$ cat config.mk
export PLATFORM = sky130hd
export DESIGN_NAME = wb_arbiter
export DESIGN_NICKNAME = d
export VERILOG_FILES = /design/src/rtl/regfile_pkg.sv /design/src/rtl/wb_entry_fifo.sv /design/src/rtl/wb_arbiter.sv
export SDC_FILE = /design/constraint.sdc
export NUM_CORES = 1
export LEC_CHECK = 0
export CAP_MARGIN = 15
export CORE_UTILIZATION = 58
export CTS_BUF_LIST = sky130_fd_sc_hd__clkbuf_8
export DETAILED_ROUTE_END_ITERATION = 8
export GPL_ROUTABILITY_DRIVEN = 0
export GPL_TIMING_DRIVEN = 1
export PLACE_DENSITY = 0.89
export SLEW_MARGIN = 25
export SYNTH_ARGS = -nofsm -noshare
export SYNTH_HDL_FRONTEND = slang
export SYNTH_HIERARCHICAL = 1
export SYNTH_SLANG_ARGS = --single-unit
$ cat constraint.sdc
create_clock -name clk_i -period 13.5 [get_ports clk_i]
set_input_delay 4.05 -clock clk_i [delete_from_list [all_inputs] [get_ports clk_i]]
set_output_delay 4.05 -clock clk_i [all_outputs]
set_load 0.005 [all_outputs]
$ cat src/rtl/regfile_pkg.sv
// Shared register-file types and constants for the write-back path.
// The forwarding lookup is built only when WB_FWD_EN is defined.
package regfile_pkg;

    localparam int ADDR_WIDTH = 5;
    localparam int DATA_WIDTH = 32;

    localparam logic [ADDR_WIDTH-1:0] X0 = '0;

    typedef struct packed {
        logic                  live;
        logic [ADDR_WIDTH-1:0] rd;
        logic [DATA_WIDTH-1:0] data;
    } wb_entry_t;

endpackage

$ cat src/rtl/wb_entry_fifo.sv
// In-order buffer of load results with per-entry kill-by-rd.
// WB_FWD_EN adds the per-entry match vector and data view for forwarding.
module wb_entry_fifo #(
    parameter int DEPTH      = 4,
    parameter int ADDR_WIDTH = regfile_pkg::ADDR_WIDTH,
    parameter int DATA_WIDTH = regfile_pkg::DATA_WIDTH,
    localparam int PW        = $clog2(DEPTH)
) (
    input  logic                                 clk_i,
    input  logic                                 rst_i,
    input  logic                                 push_i,
    input  logic [ADDR_WIDTH-1:0]                push_rd_i,
    input  logic [DATA_WIDTH-1:0]                push_data_i,
    input  logic                                 pop_i,
    input  logic                                 kill_i,
    input  logic [ADDR_WIDTH-1:0]                kill_rd_i,
    output logic                                 full_o,
    output logic                                 empty_o,
    output logic                                 head_live_o,
    output logic [ADDR_WIDTH-1:0]                head_rd_o,
    output logic [DATA_WIDTH-1:0]                head_data_o,
    output logic [DEPTH-1:0]                     live_o,
    output logic [DEPTH-1:0][ADDR_WIDTH-1:0]     rd_o
`ifdef WB_FWD_EN
    ,
    input  logic [ADDR_WIDTH-1:0]                q_rd_i,
    output logic [DEPTH-1:0]                     match_o,
    output logic [DEPTH-1:0][DATA_WIDTH-1:0]     data_o,
    output logic [PW-1:0]                        head_ptr_o
`endif
);

    logic [PW:0]                         head_q, head_d;
    logic [PW:0]                         tail_q, tail_d;
    logic [DEPTH-1:0]                    live_q, live_d;
    logic [DEPTH-1:0][ADDR_WIDTH-1:0]    rd_q, rd_d;
    logic [DEPTH-1:0][DATA_WIDTH-1:0]    data_q, data_d;
    logic [PW-1:0]                       hidx;
    logic [PW-1:0]                       tidx;

    assign hidx    = head_q[PW-1:0];
    assign tidx    = tail_q[PW-1:0];
    assign empty_o = (head_q == tail_q);
    assign full_o  = (hidx == tidx) && (head_q[PW] != tail_q[PW]);

    assign head_live_o = live_q[hidx];
    assign head_rd_o   = rd_q[hidx];
    assign head_data_o = data_q[hidx];
    assign live_o      = live_q;
    assign rd_o        = rd_q;

`ifdef WB_FWD_EN
    // Per-entry match of the forwarding query against live entries.
    always_comb begin
        match_o = '0;
        for (int i = 0; i < DEPTH; i++) begin
            match_o[i] = live_q[i] && (rd_q[i] == q_rd_i);
        end
    end

    assign data_o     = data_q;
    assign head_ptr_o = hidx;
`endif

    // Next state: kill matching entries, pop head, push tail.
    always_comb begin
        head_d = head_q;
        tail_d = tail_q;
        live_d = live_q;
        rd_d   = rd_q;
        data_d = data_q;
        if (kill_i) begin
            for (int i = 0; i < DEPTH; i++) begin
                if (rd_q[i] == kill_rd_i) begin
                    live_d[i] = 1'b0;
                end
            end
        end
        if (pop_i && !empty_o) begin
            live_d[hidx] = 1'b0;
            head_d       = head_q + (PW+1)'(1);
        end
        if (push_i && !full_o) begin
            live_d[tidx] = 1'b1;
            rd_d[tidx]   = push_rd_i;
            data_d[tidx] = push_data_i;
            tail_d       = tail_q + (PW+1)'(1);
        end
    end

    // State registers; reset empties the buffer and clears every live bit.
    always_ff @(posedge clk_i or posedge rst_i) begin
        if (rst_i) begin
            head_q <= '0;
            tail_q <= '0;
            live_q <= '0;
            rd_q   <= '0;
            data_q <= '0;
        end else begin
            head_q <= head_d;
            tail_q <= tail_d;
            live_q <= live_d;
            rd_q   <= rd_d;
            data_q <= data_d;
        end
    end

endmodule

$ cat src/rtl/wb_arbiter.sv
// Register-file write-port arbiter: ALU first, buffered loads drain when idle.
// WB_FWD_EN enables the q_addr_i forwarding lookup; otherwise q_* tie to 0.
module wb_arbiter #(
    parameter int ADDR_WIDTH = regfile_pkg::ADDR_WIDTH,
    parameter int DATA_WIDTH = regfile_pkg::DATA_WIDTH,
    parameter int DEPTH      = 4
) (
    input  logic                     clk_i,
    input  logic                     rst_i,
    input  logic                     alu_valid_i,
    input  logic [ADDR_WIDTH-1:0]    alu_rd_i,
    input  logic [DATA_WIDTH-1:0]    alu_data_i,
    input  logic                     ld_valid_i,
    output logic                     ld_ready_o,
    input  logic [ADDR_WIDTH-1:0]    ld_rd_i,
    input  logic [DATA_WIDTH-1:0]    ld_data_i,
    output logic                     we_o,
    output logic [ADDR_WIDTH-1:0]    rw_o,
    output logic [DATA_WIDTH-1:0]    wdata_o,
    output logic [2**ADDR_WIDTH-1:0] pending_o,
    output logic                     empty_o,
    input  logic [ADDR_WIDTH-1:0]    q_addr_i,
    output logic                     q_hit_o,
    output logic [DATA_WIDTH-1:0]    q_data_o
);

    import regfile_pkg::*;

    localparam int PW = $clog2(DEPTH);
    localparam logic [ADDR_WIDTH-1:0] RZ = ADDR_WIDTH'(X0);

    logic                                alu_we;
    logic                                pop;
    logic                                push;
    logic                                full;
    logic                                fifo_empty;
    logic                                head_live;
    logic [ADDR_WIDTH-1:0]               head_rd;
    logic [DATA_WIDTH-1:0]               head_data;
    logic [DEPTH-1:0]                    live;
    logic [DEPTH-1:0][ADDR_WIDTH-1:0]    rd;

    assign alu_we = alu_valid_i && (alu_rd_i != RZ);
    assign pop    = !alu_we && !fifo_empty;

    assign ld_ready_o = !full && !rst_i;
    assign push = ld_valid_i && ld_ready_o && (ld_rd_i != RZ)
                  && !(alu_we && (ld_rd_i == alu_rd_i));
    assign empty_o = fifo_empty;

`ifdef WB_FWD_EN
    logic [DEPTH-1:0]                    match;
    logic [DEPTH-1:0][DATA_WIDTH-1:0]    data;
    logic [PW-1:0]                       head_ptr;
`endif

    wb_entry_fifo #(
        .DEPTH      (DEPTH),
        .ADDR_WIDTH (ADDR_WIDTH),
        .DATA_WIDTH (DATA_WIDTH)
    ) u_fifo (
        .clk_i       (clk_i),
        .rst_i       (rst_i),
        .push_i      (push),
        .push_rd_i   (ld_rd_i),
        .push_data_i (ld_data_i),
        .pop_i       (pop),
        .kill_i      (alu_we),
        .kill_rd_i   (alu_rd_i),
        .full_o      (full),
        .empty_o     (fifo_empty),
        .head_live_o (head_live),
        .head_rd_o   (head_rd),
        .head_data_o (head_data),
        .live_o      (live),
        .rd_o        (rd)
`ifdef WB_FWD_EN
        ,
        .q_rd_i      (q_addr_i),
        .match_o     (match),
        .data_o      (data),
        .head_ptr_o  (head_ptr)
`endif
    );

    // Write-port mux: ALU wins, otherwise the head drains (dead head writes nothing).
    always_comb begin
        we_o    = 1'b0;
        rw_o    = '0;
        wdata_o = '0;
        unique case (1'b1)
            alu_we: begin
                we_o    = 1'b1;
                rw_o    = alu_rd_i;
                wdata_o = alu_data_i;
            end
            pop: begin
                we_o    = head_live && (head_rd != RZ);
                rw_o    = head_rd;
                wdata_o = head_data;
            end
            default: ;
        endcase
        if (rst_i) begin
            we_o = 1'b0;
        end
    end

    // Scoreboard of registers with a live buffered write.
    always_comb begin
        pending_o = '0;
        for (int i = 0; i < DEPTH; i++) begin
            if (live[i]) begin
                pending_o[rd[i]] = 1'b1;
            end
        end
        pending_o[0] = 1'b0;
    end

`ifdef WB_FWD_EN
    logic [PW-1:0] idx;

    // Forwarding: youngest live entry, overridden by the current ALU write.
    always_comb begin
        q_hit_o  = 1'b0;
        q_data_o = '0;
        idx      = '0;
        if (!rst_i && (q_addr_i != RZ)) begin
            for (int k = 0; k < DEPTH; k++) begin
                idx = head_ptr + PW'(k);
                if (match[idx]) begin
                    q_hit_o  = 1'b1;
                    q_data_o = data[idx];
                end
            end
            if (alu_we && (alu_rd_i == q_addr_i)) begin
                q_hit_o  = 1'b1;
                q_data_o = alu_data_i;
            end
        end
    end
`else
    logic unused_q_addr;

    assign unused_q_addr = ^q_addr_i;
    assign q_hit_o       = 1'b0;
    assign q_data_o      = '0;
`endif

endmodule

==> flow_summary.yaml <==
status:
  status: "finished, final reports clean"
yosys:
  synth_ff_type: "sky130_fd_sc_hd__dfrtp_1"
  synth_area_mm2: 0.009268
  compound_cell_area_share_of_the_yosys_netlist: 0.07250
  count_of_different_cell_masters_after_synthesis: 49
  synth_warnings: 6
  synth-simple-area-share: 0.08951
  synth_area_in_xor_xnor: 0.03119
  synth-seq-cells: 158
  synth_top_family_by_area: "multiplexers"
  yosysSeqAreaShare: 0.4266
  synth.area.mux_share: 0.3111
  postSynth.asyncResetShare: 1.000
  cells_after_synthesis: 712
  avgSynthCellArea_um2: 13.02
  synth-edff-count: 0
  synthAdderAreaFrac: 0.01080
layout:
  layout.cells.most_common_list: "sky130_fd_sc_hd__mux2_2 (179), sky130_fd_sc_hd__dfrtp_1 (156), sky130_fd_sc_hd__clkdlybuf4s50_1 (148), sky130_fd_sc_hd__nor2b_1 (45), sky130_fd_sc_hd__mux4_2 (38)"
  nets: 939
  layout_overhead_on_the_synthesized_area_pct: 19.89
  layout.cells.most_common: "sky130_fd_sc_hd__mux2_2"
  antenna_cells: 0
  layout_cell_share_with_drive_strength_beyond_1: 0.3113
timing:
  timing_worst_slew_pin_value_ns: 0.7766
  min_period_over_period: 0.8053
  min_period_ns: 10.87
  totalNegativeSetupSlack_ns: 0
  hold_viol_final: 0
  final-max-slew-violation-count: 0
  max_clock_freq_mhz: 91.99
  grt_setup_unrepaired: "no"
  fin_worst_skew_ns: 0.01291
  max_slew_margin: 0.4823
  setup_viol_count_final: 0
global_route:
  antenna_found_initial: 0
  grt_max_degree: 85
  grt_overflow: 0
  track_usage: 0.2845
  grt_pass1_vias: 6925
  grt_first_pass_wirelength_mm: 35.80
power_and_ir_drop:
  power_leakage_uw: 0.004535
  power.clock.fraction: 0.136
  ir_worst_vdd_uv: 133.7
  p_seq_frac: 0.361
  fin_total_pwr_uw: 2570
  total_switching_power_uw: 923.3
  p_sw_frac: 0.3593
  power_per_unit_of_standard_cell_area_mw_per_mm2: 231.3
  p_int_uw: 1647
  comb_power_share: 0.503
hold_path:
  hp-start: "u_fifo/data_q[113]"
  class_of_the_worst_hold_path: "reg -> reg"
die:
  initial_core_util: 0.6029
  design.portCount: 188
  fp.dieArea_mm2: 0.01649
  floorplan.die.height_um: 128.4
  placementRows: 45
  core_area_mm2: 0.01537
  die_w_um: 128.4
clocking:
  clkLatencyLatePin_ns: 0.45
  clk_pin_slew_ns: 0.08
  cts_repair_resize_count: 0
  clock_tree.buffer_depth: 2
  clock_sink_count: 158
  h-tree-depth: 4
  cts_tree: "built"
  post-cts-setup-buffer-count: 0
  cts.hold.buffers_added: 0
  cts_bufs_inserted: 17
  clockRootBuffer: "sky130_fd_sc_hd__clkbuf_8"
worst_setup_path:
  cp-end-kind: "primary output"
  slowest_stage: "sky130_fd_sc_hd__or4_4"
  critical_path.reg2reg.startpoint: "u_fifo/head_q[0]"
  criticalPathCategory: "in -> out"
  cp_cell_sequence: "clkdlybuf4s50_1, or4_4, o21ai_4, buf_4, mux2_2, clkdlybuf4s50_1"
  worstSetupStartpoint: "alu_rd_i[1]"
  cpPeakStageDelay_ns: 0.65
  required_ns: 9.45
  startpoint_type: "input pin"
  library_cell_appearing_most_often_on_the_critical_path: "sky130_fd_sc_hd__clkdlybuf4s50_1"
  critPathMaxFanout: 36
  worstPathArrival_ns: 6.82
route:
  vias: 6723
  drt-total-wl_mm: 22.47
  vias_per_cell: 6.271
  ant_nets: 0
  wire_per_inst_um: 20.96
  drt_drc_violations_left: 0
  drt_iter0_markers: 730
  dr.pass1.iters: 6
placement:
  dp_hpwl_mm: 15.38
  buffer_ports.inserted: 148
job:
  max_cap_violations: 0
## state kept, by name (all words and copies together) (netlist names)
name	count
u_fifo/tail_q	3
u_fifo/live_o	4
u_fifo/rd_o	20
u_fifo/head_q	3
u_fifo/data_q	128
## worst max-delay path: cells and delay by family
family | cells | cell delay (ns)
multiplexers | 1 | 0.40
AND/OR/NAND/NOR | 1 | 0.65
AO/OA/AOI/OAI | 1 | 0.13
buffers and inverters | 3 | 1.54
## cell type report
| type | count | area [µm²] |
|---|---|---|
| multi-input combinational | 509 | 4923 |
| fill | 1002 | 4260 |
| sequential | 158 | 3956 |
| timing repair buffer | 153 | 1523 |
| clock buffer | 21 | 289.0 |
| tap | 211 | 264.0 |
| clock inverter | 11 | 116.4 |
| inverter | 9 | 38.79 |
## metal layers
| metal | share of wire | GRT usage |
|---|---|---|
| met5 | 0 | 0 |
| met2 | 0.52 | 0.5011 |
| met4 | 0.023 | 0.1031 |
| met3 | 0.081 | 0.06445 |
| met1 | 0.38 | 0.3428 |
## synth_stat cells (all sizes together), types with 7 or more instances
| master | n | area share |
|---|---|---|
| dfrtp | 158 | 0.43 |
| nand2b | 8 | 0.0054 |
| nor2 | 12 | 0.0049 |
| xor2 | 19 | 0.018 |
| o221ai | 30 | 0.028 |
| clkbuf | 12 | 0.0049 |
| a22oi | 24 | 0.019 |
| ha | 8 | 0.011 |
| buf | 57 | 0.049 |
| nor2b | 45 | 0.030 |
| nand3 | 9 | 0.0049 |
| nand2 | 24 | 0.011 |
| xnor2 | 14 | 0.013 |
| mux2 | 180 | 0.22 |
| mux4 | 38 | 0.092 |
| inv | 9 | 0.0036 |
| o21ai | 7 | 0.0050 |
## stage by stage
stage	worst slack (ns)	instances	util	hold WS, ns	area, µm²
2_1_floorplan	4.051	745	-	0.4738	9392
3_3_place_gp	2.724	1040	0.6949	0.4810	10680
6_report	2.629	1072	0.7228	0.5075	11110
4_1_cts	2.630	1072	0.7219	0.5084	11100
3_5_place_dp	2.636	1040	0.6956	0.4900	10690
5_1_grt	2.537	1072	0.7228	0.5148	11110
## path summary, 6_finish.rpt
check	end	slack [ns]	cells after the start
max	wdata_o[26]	2.63	6
min	u_fifo/data_q[113]	0.51	1
max reg2reg	u_fifo/data_q[88]	9.97	11
min reg2reg	u_fifo/data_q[113]	0.51	1
max in group asynchronous	u_fifo/data_q[75]	8.07	3
min in group asynchronous	u_fifo/rd_o[0]	4.19	2
## power groups by stage
stage               combinational (µW)  sequential, µW  clock [µW]
floorplan                          910             839           0
global placement                  1230             889           0
detailed placement                1280             927           0
CTS                               1290             919         355
global route                      1390             955         375
finish                            1290             928         349
## kinds of logic after synthesis
| logic type | after synthesis |
|---|---|
| flops | 158 |
| fa+ha+maj | 8 |
| buf+inv | 78 |
| mux | 218 |
| simple gates | 135 |
| other cells | 1 |
| compound gates | 81 |
| xor+xnor | 33 |
(Power assumes the default switching activity.)
